## src/rtl/arbitro_memoria_relacoes_pkg.sv

```systemverilog
// rtl/arbitro_memoria_relacoes_pkg.sv - shared states, default widths and row-width formula for the relations-memory arbiter
package arbitro_memoria_relacoes_pkg;

    typedef enum logic {
        ST_LIVRE   = 1'b0,
        ST_TRAVADO = 1'b1
    } estado_t;

    localparam int NUM_REQ_DEF      = 2;
    localparam int ADDR_WIDTH_DEF   = 10;
    localparam int CUSTO_WIDTH_DEF  = 4;
    localparam int MAX_VIZINHOS_DEF = 8;
    localparam int CONFLITOS_WIDTH  = 16;

    // Same row layout as the neighbour locator: MAX_VIZINHOS packed {address, cost} relations.
    function automatic int relacoes_data_width(input int max_viz, input int addr_w, input int custo_w);
        return max_viz * (addr_w + custo_w);
    endfunction

endpackage

```

## src/rtl/arbitro_memoria_relacoes_rr_prioridade.sv

```systemverilog
// rtl/arbitro_memoria_relacoes_rr_prioridade.sv - rotate-priority encoder: first request after ptr wins
module rr_prioridade #(
    parameter int NUM_REQ = 2,
    parameter int IDX_W   = (NUM_REQ > 1) ? $clog2(NUM_REQ) : 1
) (
    input  logic [NUM_REQ-1:0] i_req,
    input  logic [IDX_W-1:0]   i_ptr,
    output logic [NUM_REQ-1:0] o_gnt,
    output logic [IDX_W-1:0]   o_idx
);

    int         w_pos;
    logic [IDX_W-1:0] w_j;
    logic       w_found;

    always_comb begin
        o_gnt   = '0;
        o_idx   = '0;
        w_found = 1'b0;
        w_pos   = 0;
        w_j     = '0;
        // Scan ptr+1 .. ptr+NUM_REQ so the last winner has lowest priority.
        for (int k = 1; k <= NUM_REQ; k++) begin
            w_pos = (int'(i_ptr) + k) % NUM_REQ;
            w_j   = IDX_W'(w_pos);
            if (!w_found && i_req[w_j]) begin
                w_found    = 1'b1;
                o_idx      = w_j;
                o_gnt[w_j] = 1'b1;
            end
        end
    end

endmodule

```

## src/rtl/arbitro_memoria_relacoes.sv

```systemverilog
// rtl/arbitro_memoria_relacoes.sv - round-robin arbiter with lock for the relations memory read port; option ARBITRO_CONTADOR_CONFLITOS_EN
module arbitro_memoria_relacoes
    import arbitro_memoria_relacoes_pkg::*;
#(
    parameter int NUM_REQ             = NUM_REQ_DEF,
    parameter int ADDR_WIDTH          = ADDR_WIDTH_DEF,
    parameter int CUSTO_WIDTH         = CUSTO_WIDTH_DEF,
    parameter int MAX_VIZINHOS        = MAX_VIZINHOS_DEF,
    parameter int RELACOES_DATA_WIDTH = relacoes_data_width(MAX_VIZINHOS, ADDR_WIDTH, CUSTO_WIDTH)
) (
    input  logic                            clk,
    input  logic                            rst_n,
    input  logic [NUM_REQ-1:0]              req_in,
    input  logic [NUM_REQ-1:0]              lock_in,
    input  logic [ADDR_WIDTH*NUM_REQ-1:0]   addr_in,
    output logic [NUM_REQ-1:0]              gnt_out,
    output logic [NUM_REQ-1:0]              valid_out,
    output logic [RELACOES_DATA_WIDTH-1:0]  data_out,
    output logic                            mem_rd_enable_out,
    output logic [ADDR_WIDTH-1:0]           mem_rd_addr_out,
    input  logic [RELACOES_DATA_WIDTH-1:0]  mem_rd_data_in,
`ifdef ARBITRO_CONTADOR_CONFLITOS_EN
    output logic [CONFLITOS_WIDTH-1:0]      conflitos_out,
    input  logic                            conflitos_clr_in,
`endif
    output logic                            ocupado_out
);

    localparam int IDX_W = $clog2(NUM_REQ);

    estado_t            r_estado;
    logic [IDX_W-1:0]   r_ptr;
    logic [IDX_W-1:0]   r_owner;
    logic [NUM_REQ-1:0] r_valid;

    logic [NUM_REQ-1:0] w_rr_gnt;
    logic [IDX_W-1:0]   w_rr_idx;
    logic [NUM_REQ-1:0] w_gnt;
    logic [IDX_W-1:0]   w_idx;
    logic [IDX_W-1:0]   w_sel_idx;
    logic               w_any;

    rr_prioridade #(.NUM_REQ(NUM_REQ), .IDX_W(IDX_W)) u_rr (
        .i_req (req_in),
        .i_ptr (r_ptr),
        .o_gnt (w_rr_gnt),
        .o_idx (w_rr_idx)
    );

    // While locked only the owner can be served; an idle owner still holds the port.
    always_comb begin
        w_gnt = '0;
        w_idx = r_owner;
        if (r_estado == ST_TRAVADO) begin
            w_gnt[r_owner] = req_in[r_owner];
        end else begin
            w_gnt = w_rr_gnt;
            w_idx = w_rr_idx;
        end
    end

    assign w_any             = |w_gnt;
    assign w_sel_idx         = w_any ? w_idx : '0;
    assign gnt_out           = w_gnt;
    assign mem_rd_enable_out = w_any;
    assign mem_rd_addr_out   = addr_in[ADDR_WIDTH*w_sel_idx +: ADDR_WIDTH];
    assign data_out          = mem_rd_data_in;
    assign valid_out         = r_valid;
    assign ocupado_out       = (r_estado == ST_TRAVADO);

    always_ff @(posedge clk or negedge rst_n) begin
        if (!rst_n) begin
            r_estado <= ST_LIVRE;
            r_ptr    <= IDX_W'(NUM_REQ - 1);
            r_owner  <= '0;
            r_valid  <= '0;
        end else begin
            r_valid <= w_gnt;
            if (w_any) begin
                r_ptr <= w_idx;
            end
            case (r_estado)
                ST_LIVRE: begin
                    if (w_any && lock_in[w_idx]) begin
                        r_owner  <= w_idx;
                        r_estado <= ST_TRAVADO;
                    end
                end
                ST_TRAVADO: begin
                    if (!lock_in[r_owner]) begin
                        r_estado <= ST_LIVRE;
                    end
                end
                default: r_estado <= ST_LIVRE;
            endcase
        end
    end

`ifdef ARBITRO_CONTADOR_CONFLITOS_EN
    logic [CONFLITOS_WIDTH-1:0] r_conflitos;
    logic                       w_conflito;

    assign w_conflito    = |(req_in & ~w_gnt);
    assign conflitos_out = r_conflitos;

    always_ff @(posedge clk or negedge rst_n) begin
        if (!rst_n) begin
            r_conflitos <= '0;
        end else if (conflitos_clr_in) begin
            r_conflitos <= '0;
        end else if (w_conflito && (r_conflitos != {CONFLITOS_WIDTH{1'b1}})) begin
            r_conflitos <= r_conflitos + 1'b1;
        end
    end
`endif

endmodule

```

## config.mk

```make
export PLATFORM = sky130hd
export DESIGN_NAME = arbitro_memoria_relacoes
export DESIGN_NICKNAME = d
export VERILOG_FILES = /design/src/rtl/arbitro_memoria_relacoes_pkg.sv /design/src/rtl/arbitro_memoria_relacoes_rr_prioridade.sv /design/src/rtl/arbitro_memoria_relacoes.sv
export SDC_FILE = /design/constraint.sdc
export NUM_CORES = 1
export LEC_CHECK = 0
export CAP_MARGIN = 40
export CORE_AREA = 2 2 103 105
export DETAILED_ROUTE_END_ITERATION = 16
export DIE_AREA = 0 0 105 107
export PLACE_DENSITY = 0.68
export SLEW_MARGIN = 30
export SYNTH_ARGS = -nofsm -noshare
export SYNTH_HDL_FRONTEND = slang
export SYNTH_SLANG_ARGS = --single-unit
```

## constraint.sdc

```tcl
create_clock -name clk -period 2.3 [get_ports clk]
set_input_delay 0.69 -clock clk [delete_from_list [all_inputs] [get_ports clk]]
set_output_delay 0.69 -clock clk [all_outputs]
set_load 0.02 [all_outputs]
```

== Yosys cells after proc, flatten, opt, wreduce, memory -nomap -nowiden ==
Cells that the tools add are included.

* Output and inout bits: 128
* Register bits: 5

* Shift operators: 1
* Bitwise gates (word level): 3
* Reduce and logical (&&, ||, !) cells: 8
* Mux-type cells: 27
* Add/sub/neg operators: 2
* Multiply operators: 1
* Order comparisons: 7

{| class="wikitable"
|+ Operators with widths
! kind !! count
|-
| 1-bit two-way mux || 20
|-
| 20-bit by 6-bit variable part select with 10-bit output || 1
|-
| 1-bit by 2-bit less-than comparator with 1-bit output, second input constant || 4
|-
| 2-bit two-way mux || 3
|-
| 1-bit logical AND || 5
|-
| 3-bit by 1-bit multiplier with 4-bit output, first input constant || 1
|-
| 1-bit demux with 1-bit select || 3
|-
| 1-bit greater-or-equal comparator, second input constant || 3
|-
| 1-bit adder, second input constant || 2
|-
| 2-bit bitwise AND || 1
|-
| 2-bit OR || 1
|-
| 1-bit case mux with 2 select lines || 1
|-
| 2-bit AND reduction || 1
|-
| 2-bit OR reduction || 1
|-
| 1-bit zero test || 1
|-
| 1-bit inverter || 1
|}

== Longest topological paths before layout ==
* Depth after elaboration: 13
* Gate-level depth with buffers: 5
* Gate-level depth less buffers: 3

== Hierarchy ==
A second synthesis with hierarchy kept.

* Cells, all modules: 158
* Area total of the unflattened synthesis: 1287.5 µm²

{| class="wikitable"
|+ By module, submodules not included
! module !! area each (µm²) !! times used !! cells an instance
|-
| arbitro_memoria_relacoes || 1261.2 || 1 || 154
|-
| rr_prioridade || 26.3 || 1 || 4
|}

== Least setup slack after synthesis ==
Ideal clock, no wire load.

* Path type: input to output
* Start: input port req_in[0]
* End: output port mem_rd_addr_out[0]
* Stages: 4
* Data required time: 1.610 ns
* Data arrival time: 1.491 ns
* Slack: 0.119 ns
* Path through: nand2_1 > o211ai_4 > buf_6 > mux2_4

* Word-level cells in the longest chain between the ends: 11

{| class="wikitable"
|+ RTL lines
! element !! line !! source
|-
| start: declaration || arbitro_memoria_relacoes.sv:13 || <nowiki>input logic [NUM_REQ-1:0] req_in,</nowiki>
|-
| 1-bit two-way mux (not written as such) (2 in series) || arbitro_memoria_relacoes_rr_prioridade.sv:26 || <nowiki>if (!w_found && i_req[w_j]) begin</nowiki>
|-
| 1-bit two-way mux || arbitro_memoria_relacoes_rr_prioridade.sv:26 ||
|-
| 1-bit zero test || arbitro_memoria_relacoes_rr_prioridade.sv:26 ||
|-
| 1-bit logical AND || arbitro_memoria_relacoes_rr_prioridade.sv:26 ||
|-
| 2-bit two-way mux || arbitro_memoria_relacoes_rr_prioridade.sv:26 ||
|-
| 2-bit two-way mux || arbitro_memoria_relacoes.sv:54 || <nowiki>if (r_estado == ST_TRAVADO) begin</nowiki>
|-
| 2-bit OR reduction || arbitro_memoria_relacoes.sv:62 || <nowiki>assign w_any = |w_gnt;</nowiki>
|-
| 1-bit two-way mux * || arbitro_memoria_relacoes.sv:63 || <nowiki>assign w_sel_idx = w_any ? w_idx : '0;</nowiki>
|-
| 3-bit by 1-bit multiplier with 4-bit output * || arbitro_memoria_relacoes.sv:66 || <nowiki>assign mem_rd_addr_out = addr_in[ADDR_WIDTH*w_sel_idx +: ADDR_WIDTH];</nowiki>
|-
| 20-bit by 6-bit variable part select with 10-bit output * || arbitro_memoria_relacoes.sv:66 ||
|-
| end: declaration || arbitro_memoria_relacoes.sv:20 || <nowiki>output logic [ADDR_WIDTH-1:0] mem_rd_addr_out,</nowiki>
|}

Every way passes the cells marked *; elsewhere a longest branch is shown, timed or not. The select of a mux whose other input is x is not followed.

== Worst setup path after layout ==
* Start: input port req_in[0]
* End: output port mem_rd_addr_out[5]

The elaborated chain is that of the path after synthesis.

==> reports/metrics.yaml <==
status: "finished, violations left"
violations: "negative setup slack"
min_path_cells: 2
die_area_sq_mm: 0.01124
synth_nets: 291
track_usage_pct: 6.725
reg2regPathDepth: 6
numPortBuffers: 41
worst_pin_slew_ns: 0.4017
rows: 37
grt.overflow.total: 0
arrival_ns: 1.63
start_kind: "input pin"
ys_types: 23
cts_tree: "done"
gp_congestion: 0.7539
io_pins: 266
grtUsageMet1_pct: 2.710
dp_hpwl_um: 3593
pwr-share-comb_pct: 68.9
ys_seq_area_share_pct: 9.665
layout_common_cells: "26 x clkdlybuf4s50_1, 12 x buf_6, 12 x buf_4, 10 x mux2_4"
finalHoldViolations: 0
viasPerCell: 2.970
avgRoutedWirePerCell_um: 17.61
dr.first_iter.drc_count: 18
clock_power_share_pct: 15.2
start_util_pct: 12.96
power.leakage_nw: 0.5042
syn_inst: 153
ctsHoldBuffers: 0
layout.area.seq_sq_um: 126.4
ys_warn_count: 0
min_path_type: "reg -> reg"
grt_max_degree: 9
drive_above_1_share_pct: 45.36
setup_ws_ns: -0.02152
dr.pass1.iters: 4
antenna_cells: 0
grt_use_met3_pct: 6.079
swShare_pct: 37.74
max_slew_margin_pct: 72.53
required_ns: 1.61
clock_sink_count: 5
async_reset_ff_share_pct: 100.0
drtAntennaViolNets: 0
die_w_um: 105
syn_to_final_growth_pct: -9.187
fmax_mhz: 430.8
drv_slew: 0
clkTransAtPathRegs_ns: 0.04
vias: 692
avgSynthCellArea_sq_um: 8.546
synth_edf_count: 0
ir_drop_mv: 0.3602
period_needed_ns: 2.322
cap_violations: 0
die_h_um: 107
drc_errors: 0
fin_skew_ns: 0.001437
setup_viol: 10
fin_nets: 236
clk_path_buf_depth: 2
finalCritPeriodShare_pct: 100.9
power_density_mw_per_mm2: 907.5
fill_cells: 1185
holdWs_ns: 0.6778
path_class: "in -> out"
finalWirelength_um: 4102
synth_flop_cell: "dfrtp_1"
p_int_uw: 670.9
busiest_layer: "met2"
rsz0062_at_grt: "true"
antenna_found_initial: 0
root_buffer: "clkbuf_8"
multi_input_area_sq_um: 310.3
power_frac_seq_pct: 15.8
cts_max_level: 1
ys_ff_latch: 5
grt_pass1_wl_um: 5513
p_switching_uw: 406.7
synth_area_sq_mm: 0.001308
critPathMaxFanout: 5
clk_latency_ns: 0.22
end_kind: "output port"
core_sq_mm: 0.01009
final_common_cell: "clkdlybuf4s50_1"
grt_pass1_vias: 785
pre_cts_slack_ns: -0.9320
grt_use_met2_pct: 13.40
numCtsBuffers: 3
[synth_stat cells, types with 2 or more instances]
| cell type | number | area, sq um |
|---|---|---|
| buf_4 | 114 | 855.8 |
| dfrtp_1 | 4 | 100.1 |
| nand2_1 | 3 | 11.26 |
| a31oi_1 | 2 | 12.51 |
| inv_1 | 4 | 15.01 |
| mux2_4 | 9 | 135.1 |
[stage by stage]
stage	power, mW	cell area, sq um	instances	setup TNS [ns]	util, %
floorplan	0.8302	1308	153	0	-
global placement	0.8668	1116	226	-10.82	11.06
detailed placement	0.8848	1116	226	-11.07	11.06
CTS	1.144	1226	234	-0.9960	12.15
global route	1.137	1187	233	-0.6938	11.77
finish	1.078	1187	233	-0.1681	11.77
[kinds of logic (layout without fill, tap and decap cells)]
group                  after synthesis  in the layout  share of synthesized area [%]
AO/OA/AOI/OAI                       11             11                          7.369
buffers and inverters              119             63                          67.46
flip-flops                           5              5                          9.666
multiplexers                        11             11                          11.96
AND/OR/NAND/NOR                      7              7                          3.541
[final timing paths]
path | slack, ns | from | to
max in group asynchronous | 1.34 | rst_n | r_ptr
min in group asynchronous | 0.70 | rst_n | valid_out[1]
hold reg to reg | 0.68 | r_ptr | r_ptr
setup / recovery | -0.02 | req_in[0] | mem_rd_addr_out[5]
setup reg to reg | 0.63 | r_ptr | r_owner
hold / removal | 0.68 | r_ptr | r_ptr
[worst max-delay path: stages]
cell	delay [ns]
buf_6	0.09
nand2_4	0.05
o211ai_4	0.19
buf_6	0.17
mux2_4	0.31
buf_6	0.13
[power groups by stage]
stage	combinational (mW)	sequential (mW)	clock, mW
after floorplan	0.643	0.188	0
after global placement	0.701	0.165	0
after detailed placement	0.719	0.166	0
after CTS	0.806	0.171	0.167
after global routing	0.785	0.177	0.175
final	0.743	0.170	0.164
[flip-flops by register name, summed over array words and instances, names as in the netlist]
signal and count:
r_ptr 1, ocupado_out 1, valid_out 2, r_owner 1
[layer usage]
metal  wire [um]  vias up  share of wire (%)
li1            -      264                  -
met3         899       44                 22
met1         665      302                 16
met4         317        0                7.7
met5           0        -                  0
met2        2220       82                 54
[area by class of cell]
| type | instances | share of cell area (%) |
|---|---|---|
| clock buffer | 4 | 3.793 |
| inverter | 4 | 1.264 |
| multi-input combinational | 29 | 26.13 |
| sequential | 5 | 10.64 |
| tap | 136 | 14.33 |
| timing repair buffer | 55 | 43.84 |
[timing repair]
action	4_1_cts	5_1_grt
pin swaps	2	2
resized for setup	80	1
setup endpoints to repair	13	12
setup buffers	3	1
gates cloned	1	0
Note: power is estimated with default switching activity, not from simulation.
